### src/rtl/fullchip_mc_pkg.sv
// Shared types and constants for the multi-core dispatcher.
package fullchip_mc_pkg;

  localparam int INST_W = 17;

  // Instruction word loaded into a core register when it receives nothing.
  localparam logic [INST_W-1:0] NOP_INST = '0;

  typedef enum logic [1:0] {
    RST_HOLD = 2'd0,
    RUN      = 2'd1,
    FLUSH    = 2'd2
  } mc_state_t;

endpackage

### src/rtl/mc_core.sv
// Minimal PE core: each column accumulates operand lane * instruction weight.
// inst[0] = accumulate, inst[1] = clear, inst[2 +: bw] = weight.
module mc_core
  import fullchip_mc_pkg::*;
#(
  parameter int col     = 8,
  parameter int bw      = 8,
  parameter int bw_psum = 2*bw+4,
  parameter int pr      = 8
) (
  input  logic                    clk,
  input  logic                    rst,
  input  logic [INST_W-1:0]       inst,
  input  logic [pr*bw-1:0]        mem_in,
  output logic [col*bw_psum-1:0]  psum
);

  logic [bw-1:0] weight;
  logic          unused_inst_hi;

  assign weight         = inst[2 +: bw];
  assign unused_inst_hi = ^inst[INST_W-1:bw+2];

  for (genvar c = 0; c < col; c++) begin : g_col
    logic [2*bw-1:0]    prod;
    logic [bw_psum-1:0] acc_q;

    assign prod = {{bw{1'b0}}, mem_in[(c % pr)*bw +: bw]} * {{bw{1'b0}}, weight};
    assign psum[c*bw_psum +: bw_psum] = acc_q;

    // Column accumulator; a NOP instruction leaves it untouched.
    always_ff @(posedge clk or posedge rst) begin
      if (rst)          acc_q <= '0;
      else if (inst[1]) acc_q <= '0;
      else if (inst[0]) acc_q <= acc_q + bw_psum'(prod);
    end
  end

endmodule

### src/rtl/mc_inst_fifo.sv
// Synchronous FIFO; pointers carry one extra wrap bit to tell full from empty.
module mc_inst_fifo #(
  parameter int WIDTH = 8,
  parameter int DEPTH = 4,
  parameter int LW    = $clog2(DEPTH+1)
) (
  input  logic             clk,
  input  logic             rst_n,
  input  logic             clear,
  input  logic             push,
  input  logic             pop,
  input  logic [WIDTH-1:0] din,
  output logic [WIDTH-1:0] dout,
  output logic [LW-1:0]    level,
  output logic             full,
  output logic             empty
);

  localparam int AW = $clog2(DEPTH);

  logic [WIDTH-1:0] mem [DEPTH];
  logic [AW:0]      wr_ptr, rd_ptr;
  logic             do_push, do_pop;

  assign empty   = (wr_ptr == rd_ptr);
  assign full    = (wr_ptr[AW] != rd_ptr[AW]) && (wr_ptr[AW-1:0] == rd_ptr[AW-1:0]);
  assign level   = LW'(wr_ptr - rd_ptr);
  assign dout    = mem[rd_ptr[AW-1:0]];
  assign do_push = push && !full;
  assign do_pop  = pop && !empty;

  // Pointer update; clear wins over any push or pop in the same cycle.
  always_ff @(posedge clk or negedge rst_n) begin
    if (!rst_n) begin
      wr_ptr <= '0;
      rd_ptr <= '0;
    end else if (clear) begin
      wr_ptr <= '0;
      rd_ptr <= '0;
    end else begin
      if (do_push) wr_ptr <= wr_ptr + 1'b1;
      if (do_pop)  rd_ptr <= rd_ptr + 1'b1;
    end
  end

  // Storage write; contents need no reset because pointers gate all reads.
  always_ff @(posedge clk) begin
    if (do_push && !clear) mem[wr_ptr[AW-1:0]] <= din;
  end

endmodule

### src/rtl/fullchip_mc.sv
// Multi-core instruction dispatcher: queues {core_sel, inst, mem_in} entries
// and issues at most one per cycle to the selected cores' input registers.
// Handshake: an entry transfers on a rising edge where in_valid && in_ready;
// in_valid may be raised independently of in_ready, and in_ready never
// depends on in_valid.
module fullchip_mc
  import fullchip_mc_pkg::*;
#(
  parameter int col     = 8,
  parameter int bw      = 8,
  parameter int bw_psum = 2*bw+4,
  parameter int pr      = 8,
  parameter int ncore   = 2,
  parameter int depth   = 4
) (
  input  logic                       clk,
  input  logic                       reset,
  input  logic [pr*bw-1:0]           mem_in,
  input  logic [INST_W-1:0]          inst,
  input  logic [ncore-1:0]           core_sel,
  input  logic                       in_valid,
  output logic                       in_ready,
  input  logic                       hold,
  input  logic                       flush,
  output logic [$clog2(depth+1)-1:0] fifo_level,
  output logic [ncore-1:0]           issue_sel,
  output logic [15:0]                issued_cnt,
  output logic                       err,
  output logic                       busy
);

  localparam int LW    = $clog2(depth+1);
  localparam int MW    = pr*bw;
  localparam int ENT_W = ncore + INST_W + MW;

  mc_state_t                          state_q, state_d;
  logic                               hold_cnt_q;
  logic                               core_rst_q;
  logic                               push, pop, fifo_clear;
  logic                               fifo_full, fifo_empty;
  logic [ENT_W-1:0]                   head;
  logic [ncore-1:0]                   head_sel;
  logic [INST_W-1:0]                  head_inst;
  logic [MW-1:0]                      head_mem;
  logic [ncore-1:0][INST_W-1:0]       core_inst;
  logic [ncore-1:0][MW-1:0]           core_mem;
  logic [ncore-1:0][col*bw_psum-1:0]  unused_psum;

  assign {head_sel, head_inst, head_mem} = head;
  assign fifo_clear = flush && (state_q == RUN);
  assign busy       = !fifo_empty || (state_q != RUN);

  mc_inst_fifo #(.WIDTH(ENT_W), .DEPTH(depth), .LW(LW)) u_fifo (
    .clk   (clk),
    .rst_n (reset),
    .clear (fifo_clear),
    .push  (push),
    .pop   (pop),
    .din   ({core_sel, inst, mem_in}),
    .dout  (head),
    .level (fifo_level),
    .full  (fifo_full),
    .empty (fifo_empty)
  );

  // State register plus the two-cycle post-reset hold counter.
  always_ff @(posedge clk or negedge reset) begin
    if (!reset) begin
      state_q    <= RST_HOLD;
      hold_cnt_q <= 1'b0;
    end else begin
      state_q    <= state_d;
      hold_cnt_q <= (state_q == RST_HOLD);
    end
  end

  // Next state, handshake and issue decision; flush outranks hold.
  always_comb begin
    state_d  = state_q;
    in_ready = 1'b0;
    push     = 1'b0;
    pop      = 1'b0;
    case (state_q)
      RST_HOLD: if (hold_cnt_q) state_d = RUN;
      RUN: begin
        in_ready = !fifo_full && !flush;
        push     = in_valid && in_ready;
        pop      = !hold && !flush && !fifo_empty;
        if (flush) state_d = FLUSH;
      end
      FLUSH:   state_d = RUN;
      default: state_d = RST_HOLD;
    endcase
  end

  // Core reset: asserted with the chip reset, released entering RUN.
  always_ff @(posedge clk or negedge reset) begin
    if (!reset)                                      core_rst_q <= 1'b1;
    else if (state_q == RST_HOLD && state_d == RUN)  core_rst_q <= 1'b0;
  end

  // Issue registers: popped entry goes to selected cores, NOP elsewhere.
  always_ff @(posedge clk or negedge reset) begin
    if (!reset) begin
      issue_sel  <= '0;
      issued_cnt <= '0;
      err        <= 1'b0;
      core_inst  <= '0;
      core_mem   <= '0;
    end else begin
      issue_sel <= pop ? head_sel : '0;
      for (int k = 0; k < ncore; k++) begin
        core_inst[k] <= (pop && head_sel[k]) ? head_inst : NOP_INST;
        core_mem[k]  <= (pop && head_sel[k]) ? head_mem  : '0;
      end
      if (pop && head_sel != '0 && issued_cnt != 16'hFFFF)
        issued_cnt <= issued_cnt + 16'd1;
      if (pop && head_sel == '0)
        err <= 1'b1;
    end
  end

  for (genvar k = 0; k < ncore; k++) begin : g_core
    mc_core #(.col(col), .bw(bw), .bw_psum(bw_psum), .pr(pr)) u_core (
      .clk    (clk),
      .rst    (core_rst_q),
      .inst   (core_inst[k]),
      .mem_in (core_mem[k]),
      .psum   (unused_psum[k])
    );
  end

endmodule

### config.mk
export PLATFORM = sky130hd
export DESIGN_NAME = fullchip_mc
export DESIGN_NICKNAME = d
export VERILOG_FILES = /design/src/rtl/fullchip_mc_pkg.sv /design/src/rtl/mc_core.sv /design/src/rtl/mc_inst_fifo.sv /design/src/rtl/fullchip_mc.sv
export SDC_FILE = /design/constraint.sdc
export NUM_CORES = 1
export LEC_CHECK = 0
export ABC_AREA = 1
export CAP_MARGIN = 20
export CORE_MARGIN = 8
export CORE_UTILIZATION = 35
export CTS_CLUSTER_DIAMETER = 200
export DETAILED_ROUTE_END_ITERATION = 6
export PLACE_DENSITY = 0.77
export SLEW_MARGIN = 20
export SYNTH_ARGS = -nofsm -noshare
export SYNTH_HDL_FRONTEND = slang
export SYNTH_SLANG_ARGS = --single-unit
### constraint.sdc
create_clock -name clk -period 1.65 [get_ports clk]
set_input_delay 0.2475 -clock clk [delete_from_list [all_inputs] [get_ports clk]]
set_output_delay 0.2475 -clock clk [all_outputs]
set_load 0.1 [all_outputs]
### After elaboration in Yosys (flattened, before gate mapping)

Memories as Yosys holds them, arrays and structs flattened.
Cells that the tools add are included.

| operators by class | value |
|---|---|
| add/sub/neg operators | 4 |
| equality and inequality tests | 9 |
| muxes and demuxes | 13 |
| reductions and logical operators | 24 |

Operators by type and width:

| operator | number |
|---|---|
| adder 16 x 1 -> 16 bit (second input constant) | 1 |
| inequality test 16 bit (second input constant) | 1 |
| logical AND 1 bit | 12 |
| two-way mux 3 bit | 4 |
| adder 3 x 1 -> 3 bit (second input constant) | 2 |
| two-way mux 2 bit | 3 |
| one-hot mux 2 bit (3 select lines) | 1 |
| nonzero test 2 bit | 3 |
| logical NOT 1 bit | 5 |
| two-way mux 1 bit | 5 |
| logical NOT 2 bit | 2 |
| inequality test 2 bit (second input constant) | 2 |
| equality test 3 bit | 1 |
| subtractor 3 bit | 1 |
| equality test 2 x 1 -> 1 bit (second input constant) | 1 |
| equality test 2 bit | 1 |
| equality test 2 bit (second input constant) | 1 |
| inequality test 2 x 1 -> 1 bit (second input constant) | 1 |
| AND reduction 2 bit | 1 |
| logical OR 1 bit | 1 |
| inequality test 1 bit | 1 |

| word-level totals | value |
|---|---|
| bits in registers | 28 |
| RAM bits | 332 |
| input port bits | 88 |
| output and inout bits | 24 |
| logic and storage cells | 58 |
| memories kept | 1 |

Memory list:

| memory | depth | width | read ports | clocked after memory_dff | write ports | RTL line | source |
|---|---|---|---|---|---|---|---|
| u_fifo.mem | 4 | 83 | 1 | 0 | 1 | mc_inst_fifo.sv:21 | `logic [WIDTH-1:0] mem [DEPTH];` |

### Logic depth before layout (Yosys ltp)

| depth | value |
|---|---|
| word-level depth | 10 |
| depth in mapped cells | 10 |
| depth with buffers taken out | 9 |

### By module

Synthesis repeated with hierarchy kept, for this count alone.

| second synthesis, totals | value |
|---|---|
| cells, all modules | 1053 |
| area, all modules | 14002.2 um^2 |

Modules (own cells, without submodules):

| module | times used | cells an instance | area each (um^2) | seq. area each (um^2) |
|---|---|---|---|---|
| mc_inst_fifo | 1 | 873 | 12722.2 | 10119.7 |
| fullchip_mc | 1 | 180 | 1280.0 | 550.5 |

### Worst setup path after synthesis

OpenSTA, ideal clock, no wires.

| timing path | value |
|---|---|
| kind | flip-flop to flip-flop |
| start point | reg u_fifo.rd_ptr[1] |
| end point | reg u_fifo.wr_ptr[1] |
| setup time | 83 ps |
| arrival time | 2800 ps |
| required time | 1567 ps |
| path slack | -1233 ps |
| stages on the path, launching flop included | 6 |
| path buffers | 0 |
| period minus slack after synthesis | 2883 ps |
| cell sequence | dfrtp_1 inv_1 ha_1 a31oi_1 nand3_1 o21ai_0 |

| between the ends | value |
|---|---|
| longest elaborated chain between the ends | 8 |

Ends and longest elaborated chain:

| element | RTL line | source |
|---|---|---|
| start: declaration | mc_inst_fifo.sv:22 | `logic [AW:0] wr_ptr, rd_ptr;` |
| start signal: assignment | mc_inst_fifo.sv:42 | `if (do_pop) rd_ptr <= rd_ptr + 1'b1;` |
| equality test 2 bit (*) | mc_inst_fifo.sv:26 | `assign full = (wr_ptr[AW] != rd_ptr[AW]) && (wr_ptr[AW-1:0] == rd_ptr[AW-1:0]);` |
| logical AND 1 bit (*) | mc_inst_fifo.sv:26 |  |
| logical NOT 1 bit (*) | mc_inst_fifo.sv:29, fullchip_mc.sv:86 |  |
| logical AND 1 bit | fullchip_mc.sv:86 | `in_ready = !fifo_full && !flush;` |
| logical AND 1 bit | fullchip_mc.sv:87 | `push = in_valid && in_ready;` |
| two-way mux 1 bit | fullchip_mc.sv:83 | `case (state_q)` |
| logical AND 1 bit (*) | mc_inst_fifo.sv:29 | `assign do_push = push && !full;` |
| nonzero test 2 bit (no source line) (*) | -- |  |
| end signal: assignment | mc_inst_fifo.sv:41 | `if (do_push) wr_ptr <= wr_ptr + 1'b1;` |
| end: declaration | mc_inst_fifo.sv:22 |  |

Mark *: on every way between the ends. The rest lies on a longest branch, timed or not.
A chain may end at the register's enable or synchronous reset.

### Worst setup path in the final report

| timing path | value |
|---|---|
| start point | reg u_fifo.rd_ptr[0] |
| end point | out fifo_level[1] |

| between the ends | value |
|---|---|
| longest elaborated chain between the ends | 1 |

Ends and longest elaborated chain:

| element | RTL line | source |
|---|---|---|
| subtractor 3 bit | mc_inst_fifo.sv:27 | `assign level = LW'(wr_ptr - rd_ptr);` |
| end: declaration | fullchip_mc.sv:25 | `output logic [$clog2(depth+1)-1:0] fifo_level,` |

Every way passes these cells.

==> summary.md <==
| Metric | Value |
|---|---|
| Outcome | `complete, but fails checks` |
| Failing checks | `setup timing` |
| Final Skew | `4.05 ps` |
| Initial antenna violation count | `0` |
| CTS tree | `done` |
| Reg2Reg Depth | `11` |
| Distinct cell type count after synthesis | `26` |
| Yosys reg bits | `36` |
| Asr flop ratio synth | `0.778` |
| Setup Crit Path Kind | `reg2out` |
| Clock net sink count | `36` |
| Ys flop type | `dfrtp_1` |
| Placer Congestion | `0.826` |
| Reg-to-reg critical path startpoint | `u_fifo.rd_ptr[1]` |
| Routed via count | `1788` |
| Cell count after synthesis | `246` |
| Slowest cell on crit path | `fa_2` |
| First-pass GRT wire length | `8.03 mm` |
| CTS buffer count | `5` |
| Worst-path cell chain | `ha_4, fa_2, clkinvlp_4, buf_12` |
| Min Tclk post-route | `1980 ps` |
| Final hold viol count | `0` |
| Worst path required time | `1400 ps` |
| Share of layout cells above drive strength 1 | `0.417` |
| Crit path DAT | `1730 ps` |
| Cell Rows | `28` |
| Top-count cell post-synth | `nand2_1` |
| Largest delay share family, worst path | `adder cells` |
| Worst-path clk slew | `70 ps` |
| Ranking of synthesized cells by area | `dfrtp_1 34%, nand2_1 15%, edfxtp_1 12%` |
| Area leader, netlist | `dfrtp_1` |
| Syn_nets | `343` |
| Synth Cell Area | `2060 sq um` |
| HPWL Detailed | `3.51 mm` |
| Die area | `8600 sq um` |
| Syn_area_per_cell | `8.38 sq um` |
| Clk_lat worst skew | `300 ps` |
| Final setup violation count | `4` |
| Final wirelength | `4.80 mm` |
| GRT overflow | `0` |
| Post-route insts no fill | `384` |
| # DRC | `0` |
| Vias in the first global route | `1751` |
| Lkg Pwr | `1.45 nW` |
| Post-route setup slack | `-325 ps` |
| Critical Path Max Stage Delay | `560 ps` |
| Post-CTS Hold Buffers | `0` |
| Crit path capture type | `primary output` |
| Seq/Total Area, Yosys | `0.457` |
| Antenna cells | `0` |
| Fin nets | `405` |
| Core area | `5820 sq um` |
| Startpoint Class | `flip-flop` |
| Final total negative setup slack | `-1030 ps` |
| DRT Pass-1 Iters | `4` |
| Final period util | `1.20` |
| Die height | `92.7 um` |
| Pin count of the biggest net entering global routing | `29` |
| Initial Util | `0.354` |
| Die Span X | `92.7 um` |
| RR Endpoint | `issued_cnt[7]` |
| Hold Path Class | `in2async` |
| PD cells | `1490 nW/um^2` |
| All-Layer GR Usage | `0.117` |
| Worst Path Max Fanout | `2` |
| Final ANT Viol Nets | `0` |
| Share of the synthesized area in the top cell type | `0.340` |
| Fmax | `506 MHz` |
| Warnings, synthesis | `0` |
| Commonest cells post-synth | `84 x nand2_1, 28 x dfrtp_1, 26 x inv_1, 20 x nor2_1, 18 x nand3_1` |
| Drt wl/cell | `12.5 um` |
| Placed Cells | `368` |
| R2r setup slk | `0 ps` |
| Max cap viols | `0` |
| H-tree Lvls | `2` |
| Peak VDD IR | `1.87 mV` |
| RSZ-0062 raised after global routing | `yes` |
| Pins Over Slew Limit | `0` |
| Final Util | `0.550` |
| Avg Vias per Cell | `4.66` |
| Num ports | `112` |
| Post-synth EDFFs | `8` |
| Slew @ Worst Pin | `364 ps` |
| Root Buffer | `clkbuf_8` |
| Port bufs | `30` |
| Worst Path Buf+Inv | `2` |
| Relative slew slack | `0.757` |
| Area growth syn-to-layout | `55.2%` |
| CTS Buffer Depth | `2` |
| 1st-iter DRT viols | `97` |
## per-layer routing
layer	track usage	part of all wire	vias up
met5	0	0	-
met4	0.0537	0.030	0
met3	0.0388	0.053	10
met2	0.197	0.51	38
met1	0.131	0.40	847
li1	-	-	893
## final cells by class
class	count	area, sq um
inverters	27	110
repair buffers	57	785
well taps	75	93.8
flip-flops and latches	36	968
multi-input cells	181	1160
clock buffers	7	76.3
clock inverters	1	3.75
fillers	502	2620
## through the flow
stage | area [sq um] | power, mW | setup slack (ps) | hold WS, ps
2_1_floorplan | 2170 | 2.94 | -197 | -48.1
3_3_place_gp | 2930 | 3.87 | -124 | 431
3_5_place_dp | 2930 | 3.93 | -182 | 451
4_1_cts | 3070 | 4.64 | -329 | 354
5_1_grt | 3200 | 5.01 | -370 | 369
6_report | 3200 | 4.77 | -325 | 327
## cells by family (layout without fill, tap and decap cells)
kind of cell | after synthesis | in the layout | synth area share
simple gates | 153 | 153 | 0.356
flops | 36 | 36 | 0.457
buf+inv | 29 | 92 | 0.0589
compound gates | 7 | 7 | 0.0188
fa+ha+maj | 9 | 9 | 0.0583
xor+xnor | 12 | 12 | 0.0510
## placed cells by master, fill, tap and decap left out, types with 3 or more instances in the layout
cell type	instances
nor2_1	18
buf_4	22
nand2_2	20
nand2_1	76
inv_1	21
edfxtp_1	8
nand3_2	7
clkdlybuf4s50_1	6
nand2_4	3
nand3_1	12
inv_2	3
ha_4	3
clkbuf_8	5
dfrtp_2	16
ha_1	5
xnor2_1	6
nor2_4	5
xor2_1	5
buf_12	25
dfrtp_1	10
buf_6	3
## flip-flops by register name (all words and copies together), names as in the netlist
register,count
issued_cnt,16
u_fifo.mem,8
u_fifo.rd_ptr,3
u_fifo.wr_ptr,3
issue_sel,2
state_q,2
err,1
hold_cnt_q,1
## power by group
group	total, mW	switching, mW	leakage (nW)	internal [mW]
Clock	0.610	0.316	0.0399	0.294
Sequential	1.18	0.125	0.422	1.05
Combinational	2.99	1.82	0.991	1.16
Total	4.77	2.27	1.45	2.51
## worst max path at each step
stage / start / end / slack, ps / depth (start not counted)
detailed placement: flush / issued_cnt[10] / -180 / 8
global route: u_fifo.rd_ptr[0] / fifo_level[1] / -370 / 4
finish: u_fifo.rd_ptr[0] / fifo_level[1] / -330 / 4
CTS: u_fifo.rd_ptr[0] / fifo_level[1] / -330 / 4
floorplan: u_fifo.wr_ptr[0] / fifo_level[2] / -200 / 4
global placement: flush / issued_cnt[7] / -120 / 8
## what timing repair did
action	4_1_cts	5_1_grt
gates resized for setup	4	27
cloned	0	1
endpoints found under the setup margin	21	20
buffers inserted	4	3
endpoints found under the hold margin	0	0
pin swaps	5	5
No activity file was read; power rests on OpenSTA's default activity.
